===== src/rtl/debug_cmd_pkg.sv =====
// Shared constants and state encoding for the debug command host.
// Optional inter-byte timeout is enabled by DEBUG_CMD_BYTE_TIMEOUT_EN.
package debug_cmd_pkg;

    localparam logic [7:0] OP_WRITE = 8'h57;
    localparam logic [7:0] OP_READ  = 8'h52;
    localparam logic [7:0] RSP_ACK  = 8'h06;
    localparam logic [7:0] RSP_NAK  = 8'h15;

    localparam int unsigned BUS_CNT_W  = 8;
    localparam int unsigned BYTE_CNT_W = 16;

    typedef enum logic [2:0] {
        ST_IDLE = 3'd0,
        ST_ADDR = 3'd1,
        ST_DHI  = 3'd2,
        ST_DLO  = 3'd3,
        ST_BUS  = 3'd4,
        ST_RSP1 = 3'd5,
        ST_RSP2 = 3'd6
    } state_e;

    function automatic logic is_frame_state(input state_e s);
        return (s == ST_ADDR) || (s == ST_DHI) || (s == ST_DLO);
    endfunction

endpackage


===== src/rtl/debug_cmd_host_if.sv =====
// Host link (UART RX/TX bytes) and debug register bus signals of the command host.
interface debug_cmd_host_if;

    logic [7:0]  rx_data;
    logic        rx_valid;
    logic [7:0]  tx_data;
    logic        tx_valid;
    logic        tx_ready;
    logic [7:0]  dbg_a;
    logic [15:0] dbg_di;
    logic        dbg_we;
    logic        dbg_rd;
    logic [15:0] dbg_do;
    logic        dbg_ready;
    logic        busy;
    logic        overrun;

    modport master (
        input  rx_data, rx_valid, tx_ready, dbg_do, dbg_ready,
        output tx_data, tx_valid, dbg_a, dbg_di, dbg_we, dbg_rd, busy, overrun
    );

    modport slave (
        output rx_data, rx_valid, tx_ready, dbg_do, dbg_ready,
        input  tx_data, tx_valid, dbg_a, dbg_di, dbg_we, dbg_rd, busy, overrun
    );

endinterface


===== src/rtl/debug_cmd_timer.sv =====
// Loadable saturating down-counter; expired_o is high while the count is zero.
module debug_cmd_timer #(
    parameter int unsigned WIDTH = 8
) (
    input  logic             clk,
    input  logic             rst_n,
    input  logic             clr_i,
    input  logic             load_i,
    input  logic             en_i,
    input  logic [WIDTH-1:0] load_val_i,
    output logic             expired_o
);

    logic [WIDTH-1:0] cnt_q;
    logic [WIDTH-1:0] cnt_d;

    // Next count: clear beats load beats decrement; stops at zero.
    always_comb begin
        cnt_d = cnt_q;
        if (clr_i) begin
            cnt_d = '0;
        end else if (load_i) begin
            cnt_d = load_val_i;
        end else if (en_i && (cnt_q != '0)) begin
            cnt_d = cnt_q - {{(WIDTH-1){1'b0}}, 1'b1};
        end else begin
            cnt_d = cnt_q;
        end
    end

    // Count register.
    always_ff @(posedge clk) begin
        if (!rst_n) begin
            cnt_q <= '0;
        end else begin
            cnt_q <= cnt_d;
        end
    end

    assign expired_o = (cnt_q == '0);

endmodule


===== src/rtl/debug_cmd_host.sv =====
// Byte-framed read/write command parser mastering the 16-bit debug register bus.
// Optional inter-byte frame timeout: define DEBUG_CMD_BYTE_TIMEOUT_EN.
module debug_cmd_host
    import debug_cmd_pkg::*;
#(
    parameter int unsigned BUS_TIMEOUT  = 255
`ifdef DEBUG_CMD_BYTE_TIMEOUT_EN
    ,
    parameter int unsigned BYTE_TIMEOUT = 65535
`endif
) (
    input logic               clk,
    input logic               rst_n,
    debug_cmd_host_if.master  host_if
);

    state_e      state_q, state_d;
    logic        is_wr_q, is_wr_d;
    logic        has_lo_q, has_lo_d;
    logic [7:0]  rd_lo_q, rd_lo_d;
    logic [7:0]  dbg_a_q, dbg_a_d;
    logic [15:0] dbg_di_q, dbg_di_d;
    logic [7:0]  tx_data_q, tx_data_d;
    logic        tx_valid_q, dbg_we_q, dbg_rd_q, busy_q, overrun_q;
    logic        bus_expired_s;
    logic        byte_expired_s;

    // Counts from BUS_TIMEOUT-1 down to zero across BUS; zero marks the last wait cycle.
    debug_cmd_timer #(.WIDTH(BUS_CNT_W)) u_bus_timer (
        .clk        (clk),
        .rst_n      (rst_n),
        .clr_i      (1'b0),
        .load_i     (state_q != ST_BUS),
        .en_i       (state_q == ST_BUS),
        .load_val_i (BUS_CNT_W'(BUS_TIMEOUT - 1)),
        .expired_o  (bus_expired_s)
    );

`ifdef DEBUG_CMD_BYTE_TIMEOUT_EN
    debug_cmd_timer #(.WIDTH(BYTE_CNT_W)) u_byte_timer (
        .clk        (clk),
        .rst_n      (rst_n),
        .clr_i      (1'b0),
        .load_i     (host_if.rx_valid),
        .en_i       (is_frame_state(state_q)),
        .load_val_i (BYTE_CNT_W'(BYTE_TIMEOUT - 1)),
        .expired_o  (byte_expired_s)
    );
`else
    assign byte_expired_s = 1'b0;
`endif

    // Next-state and latched frame/response fields.
    always_comb begin
        state_d   = state_q;
        is_wr_d   = is_wr_q;
        has_lo_d  = has_lo_q;
        rd_lo_d   = rd_lo_q;
        dbg_a_d   = dbg_a_q;
        dbg_di_d  = dbg_di_q;
        tx_data_d = tx_data_q;
        case (state_q)
            ST_IDLE: begin
                if (host_if.rx_valid && ((host_if.rx_data == OP_WRITE) || (host_if.rx_data == OP_READ))) begin
                    state_d = ST_ADDR;
                    is_wr_d = (host_if.rx_data == OP_WRITE);
                end else if (host_if.rx_valid) begin
                    state_d   = ST_RSP1;
                    tx_data_d = RSP_NAK;
                    has_lo_d  = 1'b0;
                end else begin
                    state_d = ST_IDLE;
                end
            end
            ST_ADDR: begin
                if (host_if.rx_valid) begin
                    dbg_a_d = host_if.rx_data;
                    state_d = is_wr_q ? ST_DHI : ST_BUS;
                end else if (byte_expired_s) begin
                    state_d = ST_IDLE;
                end else begin
                    state_d = ST_ADDR;
                end
            end
            ST_DHI: begin
                if (host_if.rx_valid) begin
                    dbg_di_d[15:8] = host_if.rx_data;
                    state_d        = ST_DLO;
                end else if (byte_expired_s) begin
                    state_d = ST_IDLE;
                end else begin
                    state_d = ST_DHI;
                end
            end
            ST_DLO: begin
                if (host_if.rx_valid) begin
                    dbg_di_d[7:0] = host_if.rx_data;
                    state_d       = ST_BUS;
                end else if (byte_expired_s) begin
                    state_d = ST_IDLE;
                end else begin
                    state_d = ST_DLO;
                end
            end
            ST_BUS: begin
                // dbg_ready on the final count cycle still counts as completion.
                if (host_if.dbg_ready) begin
                    state_d   = ST_RSP1;
                    has_lo_d  = !is_wr_q;
                    rd_lo_d   = host_if.dbg_do[7:0];
                    tx_data_d = is_wr_q ? RSP_ACK : host_if.dbg_do[15:8];
                end else if (bus_expired_s) begin
                    state_d   = ST_RSP1;
                    has_lo_d  = 1'b0;
                    tx_data_d = RSP_NAK;
                end else begin
                    state_d = ST_BUS;
                end
            end
            ST_RSP1: begin
                if (host_if.tx_ready && has_lo_q) begin
                    state_d   = ST_RSP2;
                    tx_data_d = rd_lo_q;
                end else if (host_if.tx_ready) begin
                    state_d = ST_IDLE;
                end else begin
                    state_d = ST_RSP1;
                end
            end
            ST_RSP2: begin
                if (host_if.tx_ready) begin
                    state_d = ST_IDLE;
                end else begin
                    state_d = ST_RSP2;
                end
            end
            default: begin
                state_d = ST_IDLE;
            end
        endcase
    end

    // State register.
    always_ff @(posedge clk) begin
        if (!rst_n) begin
            state_q <= ST_IDLE;
        end else begin
            state_q <= state_d;
        end
    end

    // Registered outputs derived from the next state so they line up with state_q.
    always_ff @(posedge clk) begin
        if (!rst_n) begin
            is_wr_q    <= 1'b0;
            has_lo_q   <= 1'b0;
            rd_lo_q    <= 8'h00;
            dbg_a_q    <= 8'h00;
            dbg_di_q   <= 16'h0000;
            tx_data_q  <= 8'h00;
            tx_valid_q <= 1'b0;
            dbg_we_q   <= 1'b0;
            dbg_rd_q   <= 1'b0;
            busy_q     <= 1'b0;
            overrun_q  <= 1'b0;
        end else begin
            is_wr_q    <= is_wr_d;
            has_lo_q   <= has_lo_d;
            rd_lo_q    <= rd_lo_d;
            dbg_a_q    <= dbg_a_d;
            dbg_di_q   <= dbg_di_d;
            tx_data_q  <= tx_data_d;
            tx_valid_q <= (state_d == ST_RSP1) || (state_d == ST_RSP2);
            dbg_we_q   <= (state_d == ST_BUS) && is_wr_d;
            dbg_rd_q   <= (state_d == ST_BUS) && !is_wr_d;
            busy_q     <= (state_d != ST_IDLE);
            overrun_q  <= host_if.rx_valid &&
                          ((state_q == ST_BUS) || (state_q == ST_RSP1) || (state_q == ST_RSP2));
        end
    end

    assign host_if.tx_data  = tx_data_q;
    assign host_if.tx_valid = tx_valid_q;
    assign host_if.dbg_a    = dbg_a_q;
    assign host_if.dbg_di   = dbg_di_q;
    assign host_if.dbg_we   = dbg_we_q;
    assign host_if.dbg_rd   = dbg_rd_q;
    assign host_if.busy     = busy_q;
    assign host_if.overrun  = overrun_q;

endmodule

===== src/flat_wrapper.sv =====
// flat-port wrapper written by rule: the top's interface ports become plain ports
module debug_cmd_host_flat import debug_cmd_pkg::*;
#(
    parameter int unsigned BUS_TIMEOUT  = 255

)
  (clk, rst_n, host_if_rx_data, host_if_rx_valid, host_if_tx_ready, host_if_dbg_do, host_if_dbg_ready, host_if_tx_data, host_if_tx_valid, host_if_dbg_a, host_if_dbg_di, host_if_dbg_we, host_if_dbg_rd, host_if_busy, host_if_overrun);
  debug_cmd_host_if host_if_i ();
  input logic clk;
  input logic rst_n;
  input wire logic [$bits(host_if_i.rx_data)-1:0] host_if_rx_data;
  input wire logic [$bits(host_if_i.rx_valid)-1:0] host_if_rx_valid;
  input wire logic [$bits(host_if_i.tx_ready)-1:0] host_if_tx_ready;
  input wire logic [$bits(host_if_i.dbg_do)-1:0] host_if_dbg_do;
  input wire logic [$bits(host_if_i.dbg_ready)-1:0] host_if_dbg_ready;
  output wire logic [$bits(host_if_i.tx_data)-1:0] host_if_tx_data;
  output wire logic [$bits(host_if_i.tx_valid)-1:0] host_if_tx_valid;
  output wire logic [$bits(host_if_i.dbg_a)-1:0] host_if_dbg_a;
  output wire logic [$bits(host_if_i.dbg_di)-1:0] host_if_dbg_di;
  output wire logic [$bits(host_if_i.dbg_we)-1:0] host_if_dbg_we;
  output wire logic [$bits(host_if_i.dbg_rd)-1:0] host_if_dbg_rd;
  output wire logic [$bits(host_if_i.busy)-1:0] host_if_busy;
  output wire logic [$bits(host_if_i.overrun)-1:0] host_if_overrun;
  assign host_if_i.rx_data = host_if_rx_data;
  assign host_if_i.rx_valid = host_if_rx_valid;
  assign host_if_i.tx_ready = host_if_tx_ready;
  assign host_if_i.dbg_do = host_if_dbg_do;
  assign host_if_i.dbg_ready = host_if_dbg_ready;
  assign host_if_tx_data = host_if_i.tx_data;
  assign host_if_tx_valid = host_if_i.tx_valid;
  assign host_if_dbg_a = host_if_i.dbg_a;
  assign host_if_dbg_di = host_if_i.dbg_di;
  assign host_if_dbg_we = host_if_i.dbg_we;
  assign host_if_dbg_rd = host_if_i.dbg_rd;
  assign host_if_busy = host_if_i.busy;
  assign host_if_overrun = host_if_i.overrun;
  debug_cmd_host #(.BUS_TIMEOUT(BUS_TIMEOUT)) u_core (.clk(clk), .rst_n(rst_n), .host_if(host_if_i));
endmodule

===== config.mk =====
export PLATFORM = sky130hd
export DESIGN_NAME = debug_cmd_host_flat
export DESIGN_NICKNAME = d
export VERILOG_FILES = /design/src/rtl/debug_cmd_pkg.sv /design/src/rtl/debug_cmd_host_if.sv /design/src/rtl/debug_cmd_timer.sv /design/src/rtl/debug_cmd_host.sv /design/src/flat_wrapper.sv
export SDC_FILE = /design/constraint.sdc
export NUM_CORES = 1
export LEC_CHECK = 0
export BUFFER_PORTS_ARGS = -buffer_cell sky130_fd_sc_hd__buf_2
export CAP_MARGIN = 20
export CORE_MARGIN = 4
export CORE_UTILIZATION = 47
export DETAILED_ROUTE_END_ITERATION = 8
export PLACE_DENSITY = 0.87
export SETUP_SLACK_MARGIN = 0.1
export SLEW_MARGIN = 30
export SYNTH_ARGS = -nofsm -noshare
export SYNTH_HDL_FRONTEND = slang
export SYNTH_SLANG_ARGS = --single-unit

===== constraint.sdc =====
create_clock -name clk -period 1.9 [get_ports clk]
set_clock_uncertainty 0.2 [all_clocks]
set_input_delay 0.38 -clock clk [delete_from_list [all_inputs] [get_ports clk]]
set_output_delay 0.38 -clock clk [all_outputs]
set_load 0.01 [all_outputs]

# Word-level counts from Yosys, hierarchy flattened

Cells that the tools add are included.

Eq/ne operators: 16
$add $sub $neg: 1
Bitwise operators: 1
Reduce and logical (&&, ||, !) cells: 26
Mux-type cells: 28

Operators with widths:

| kind                | number |
|---|---|
| $mux 8              | 8 |
| $mux 3              | 9 |
| $pmux 8 s3          | 1 |
| $pmux 3 s7          | 1 |
| $eq 3x3->1 const B  | 6 |
| $eq 8x7->1 const B  | 2 |
| $logic_not 8->1     | 1 |
| $mux 1              | 8 |
| $reduce_and 2->1    | 4 |
| $reduce_bool 8->1   | 1 |
| $sub 8x1->8 const B | 1 |
| $eq 3x2->1 const B  | 2 |
| $logic_and 1x1->1   | 6 |
| $reduce_bool 3->1   | 2 |
| $reduce_and 5->1    | 1 |
| $logic_or 1x1->1    | 4 |
| $ne 2x2->1 const B  | 2 |
| $reduce_and 4->1    | 1 |
| $reduce_bool 2->1   | 2 |
| $eq 3x1->1 const B  | 1 |
| $logic_not 3->1     | 1 |
| $ne 3x2->1 const B  | 1 |
| $ne 3x3->1 const B  | 1 |
| $logic_not 1->1     | 2 |
| 4 further kinds     | 4 |

Output and inout port bits: 37
Bits of input ports: 29
Flip-flop bits (word level): 58
Logic and storage cells: 87

# Logic depth before layout (Yosys ltp)

Word-level depth: 7
Depth in mapped cells: 8
Mapped depth without buffers: 7

# By module

A second synthesis with hierarchy kept.

Cells, all modules: 318
Area total of the unflattened synthesis: 2677.6 um2

Modules (own cells, without submodules):

| module          | instances | cells an instance | area an instance (um2) |
|---|---|---|---|
| debug_cmd_host  | 1         | 255               | 2145.8 |
| debug_cmd_timer | 1         | 63                | 531.8 |

# Worst setup path before layout

Ideal clock, no wire load.

Path kind: register -> register
Start: reg u_core.u_bus_timer.cnt_q[0]
End: reg u_core.tx_data_q[1], in the netlist u_core.host_if.tx_data[1]
Period minus slack after synthesis: 1.954 ns
Arrival: 1.638 ns
Path slack: -0.054 ns
Path buffers: 1
Data required time: 1.584 ns
Cell stages (with the launch flop): 8
Cell sequence: dfxtp_1 > inv_1 > ha_1 > nor4bb_1 > a221o_1 > o221a_4 > buf_6 > o211a_1

Word-level cells in the longest chain between the ends: 3

Ends and longest elaborated chain:

| element                    | RTL line              | text |
|---|---|---|
| from (decl)                | debug_cmd_timer.sv:14 | `logic [WIDTH-1:0] cnt_q;` |
| from (signal assigned)     | debug_cmd_timer.sv:36 | `cnt_q <= cnt_d;` |
| $logic_not 8->1            | debug_cmd_timer.sv:40 | `assign expired_o = (cnt_q == '0);` |
| $ne 3x2->1 (no line)       | n/a                   |  |
| $reduce_and 5->1 (no line) | n/a                   |  |
| to (signal assigned)       | debug_cmd_host.sv:172 | `tx_data_q <= tx_data_d;` |
| to (decl)                  | debug_cmd_host.sv:23  | `logic [7:0] tx_data_q, tx_data_d;` |

Every way passes these cells.
A chain may end at the register's enable or synchronous reset.

# Worst setup path after layout

Start: reg u_core.u_bus_timer.cnt_q[1]
End: reg u_core.tx_data_q[2], in the netlist u_core.host_if.tx_data[2]

Same word-level chain as after synthesis.

==> metrics.md <==
| Metric | Value |
|---|---|
| Ys flop type | `dfxtp_1` |
| Cell family with most CP delay | `compound AO/OA/AOI/OAI gates` |
| CTS tree | `yes` |
| Worst-Skew Late Latency | `0.33 ns` |
| Failing checks | `setup timing` |
| Bufs and invs on worst path | `1` |
| DRC violations left | `0` |
| Yosys warns | `0` |
| Highest cell delay on the worst timing path | `0.38 ns` |
| Worst rel slew slack | `67.2%` |
| Mapped cell area | `2620 µm²` |
| Synthesized instance count | `293` |
| Setup Crit Path Kind | `flip-flop to flip-flop` |
| GRT Util Overall | `20.6%` |
| Die ar. | `6840 µm²` |
| Die height | `82.7 µm` |
| Vias in the first global route | `2258` |
| Net count after synthesis | `323` |
| Met2 GRT Util | `32.8%` |
| CP arrival | `1.95 ns` |
| Core Region | `5270 µm²` |
| P&R area growth vs syn | `30.9%` |
| Rows | `26` |
| Routed vias | `2401` |
| Sequential-to-total area share from yosys stat | `44.3%` |
| Async set-reset flop share out of synthesis | `0%` |
| Drt pass-1 iters | `5` |
| Initial antenna violation count | `0` |
| Status | `finished, violations left` |
| Most used cell, CP | `o221a_4` |
| Post-synth EDFFs | `0` |
| Routed Wire Length | `6740 µm` |
| Num CTS Buffers | `9` |
| Slowest-stage cell, CP | `a221o_1` |
| M3 GR Usage | `5.53%` |
| Distinct cells, synth | `52` |
| Antenna cell count | `0` |
| Worst-path maximum fanout | `8` |
| Grt ovf | `0` |
| Final Hold Fails | `0` |
| Fin Setup TNS | `-0.0213 ns` |
| Fmax | `520 MHz` |
| VDD IR max | `0.622 mV` |
| Worst slew pin tran | `0.480 ns` |
| Syn avg cell area | `8.95 µm²` |
| Detail Route Antenna Nets | `0` |
| DP HPWL | `4600 µm` |
| Sink Count | `58` |
| Worst-path clk slew | `0.06 ns` |
| Startpoint types | `flip-flop` |
| Filler instances | `419` |
| Initial DRC count | `152` |
| Pins Over Slew Limit | `0` |
| Worst slack, placed | `0.00682 ns` |
| Chip Width | `82.7 µm` |
| Grt met1 use | `25.7%` |
| Gp weighted congestion | `0.880` |
| Global-route wire length before repair | `10600 µm` |
| Most frequent cells in the layout | `nand2_1, buf_2, dfxtp_1, a21boi_0, buf_4` |
| Worst Setup End Kind | `flip-flop` |
| GR peak layer | `met2` |
| Final setup viols | `2` |
| P_leak | `1.47 nW` |
| CP Cell Sequence | `inv_2 -> ha_4 -> nor4bb_4 -> a221o_1 -> o221a_4 -> o221a_4` |
| Max-cap violations | `0` |
| RSZ-0062 raised after global routing | `yes` |
| CTS Buffer Depth | `2` |
| PortBufs | `65` |
| Clock root buffer | `clkbuf_8` |
| Via density | `5.36` |
| Htree depth | `3` |
| Power per standard cell area | `927 nW/µm²` |
| Drt wl/cell | `15.1 µm` |
| Initial core utilization | `49.8%` |
| Total power | `3.19 mW` |
| Total Nets Final | `405` |
| Fin crit share | `101%` |
| Final worst slack | `-0.0212 ns` |
| Hold crit path type | `input port to flip-flop` |
| Number of synthesized register bits | `58` |
| I/O pin count | `66` |
| Largest net degree at the start of global routing | `44` |
| Final min period | `1.92 ns` |
| WP data required | `1.93 ns` |
| Layout cells sized above 1 | `33.6%` |
-- kinds of logic (layout without fill, tap and decap cells) --
| family | count (synthesis) | after routing | synth area share (%) |
|---|---|---|---|
| AND/OR/NAND/NOR | 123 | 123 | 23.8 |
| AO/OA/AOI/OAI | 73 | 74 | 21.7 |
| buffers and inverters | 22 | 106 | 4.01 |
| XOR/XNOR | 8 | 8 | 2.67 |
| adder cells (fa/ha/maj) | 1 | 1 | 0.477 |
| flip-flops | 58 | 58 | 44.3 |
| multiplexers | 8 | 8 | 3.05 |
-- stage by stage --
stage,std cells,utilization (%),area (µm²),hold slack (ns)
2_1_floorplan,293,-,2640,0.243
3_3_place_gp,428,58.9,3110,0.244
3_5_place_dp,428,58.9,3110,0.246
4_1_cts,446,63.6,3350,0.0876
5_1_grt,448,65.2,3440,0.0844
6_report,448,65.2,3440,0.0995
-- synth_stat cells, drive strengths merged, types with 2 or more instances --
cell,n,area [µm²]
a21boi,30,225
a21oi,7,35.0
a22oi,4,30.0
and2,4,25.0
and3,4,25.0
buf,6,45.0
clkbuf,11,41.3
dfxtp,58,1160
inv,5,18.8
mux2i,8,80.1
nand2,65,244
nand2b,3,18.8
nand3,7,35.0
nor2,5,18.8
nor2b,16,103
nor3,3,15.0
nor3b,4,30.0
nor4bb,2,20.0
o2111ai,2,17.5
o211a,5,50.1
o21ai,11,55.1
o221a,3,42.5
o41ai,2,25.0
or3,2,12.5
xnor2,4,35.0
xor2,4,35.0
-- metal layers --
metal,vias up,part of all wire [%]
li1,1186,-
met3,19,6.5
met4,0,2.4
met1,1103,42
met2,93,49
met5,-,0
-- cell type report --
cell class,instances,area [µm²],area share (%)
clock inverters,3,40.0,1.17
flip-flops and latches,58,1170,34.0
inverters,5,18.8,0.546
clock buffers,11,151,4.41
well taps,70,87.6,2.55
repair buffers,87,503,14.6
multi-input cells,214,1470,42.7
-- repair_timing --
item / in CTS / in global routing
endpoints found under the setup margin: 15 / 39
cloned: 1 / 0
buffers inserted: 3 / 2
hold buffers: 0 / 0
resized for setup: 4 / 13
pin swaps: 2 / 3
-- worst paths after layout --
| check | slack, ns | from | cells after the start | endpoint |
|---|---|---|---|---|
| worst max-delay path | -0.02 | u_core.u_bus_timer.cnt_q[1] | 6 | u_core.host_if.tx_data[2] |
| worst min-delay path | 0.1 | host_if_dbg_do[1] | 3 | u_core.rd_lo_q[1] |
| worst max register to register | -0.02 | u_core.u_bus_timer.cnt_q[1] | 6 | u_core.host_if.tx_data[2] |
| worst min register to register | 0.25 | u_core.host_if.tx_data[4] | 2 | u_core.host_if.tx_data[4] |
-- power breakdown --
group | switching, mW | internal [mW]
clock network | 0.446 | 0.657
logic | 0.355 | 0.321
registers | 0.0871 | 1.32
-- worst min-delay path, delay by kind of cell --
family | cells | cell delay (ns)
compound gates | 1 | 0.06
buf+inv | 1 | 0.09
simple gates | 1 | 0.04
-- sequential cells by signal (all words and copies together), names as in the netlist --
signal	count
u_core.has_lo_q	1
u_core.host_if.busy	1
u_core.rd_lo_q	8
u_core.host_if.dbg_we	1
u_core.is_wr_q	1
u_core.host_if.overrun	1
u_core.state_q	3
u_core.host_if.dbg_di	16
u_core.host_if.dbg_rd	1
u_core.host_if.tx_data	8
u_core.host_if.tx_valid	1
u_core.host_if.dbg_a	8
u_core.u_bus_timer.cnt_q	8
No activity file was read; power rests on OpenSTA's default activity.
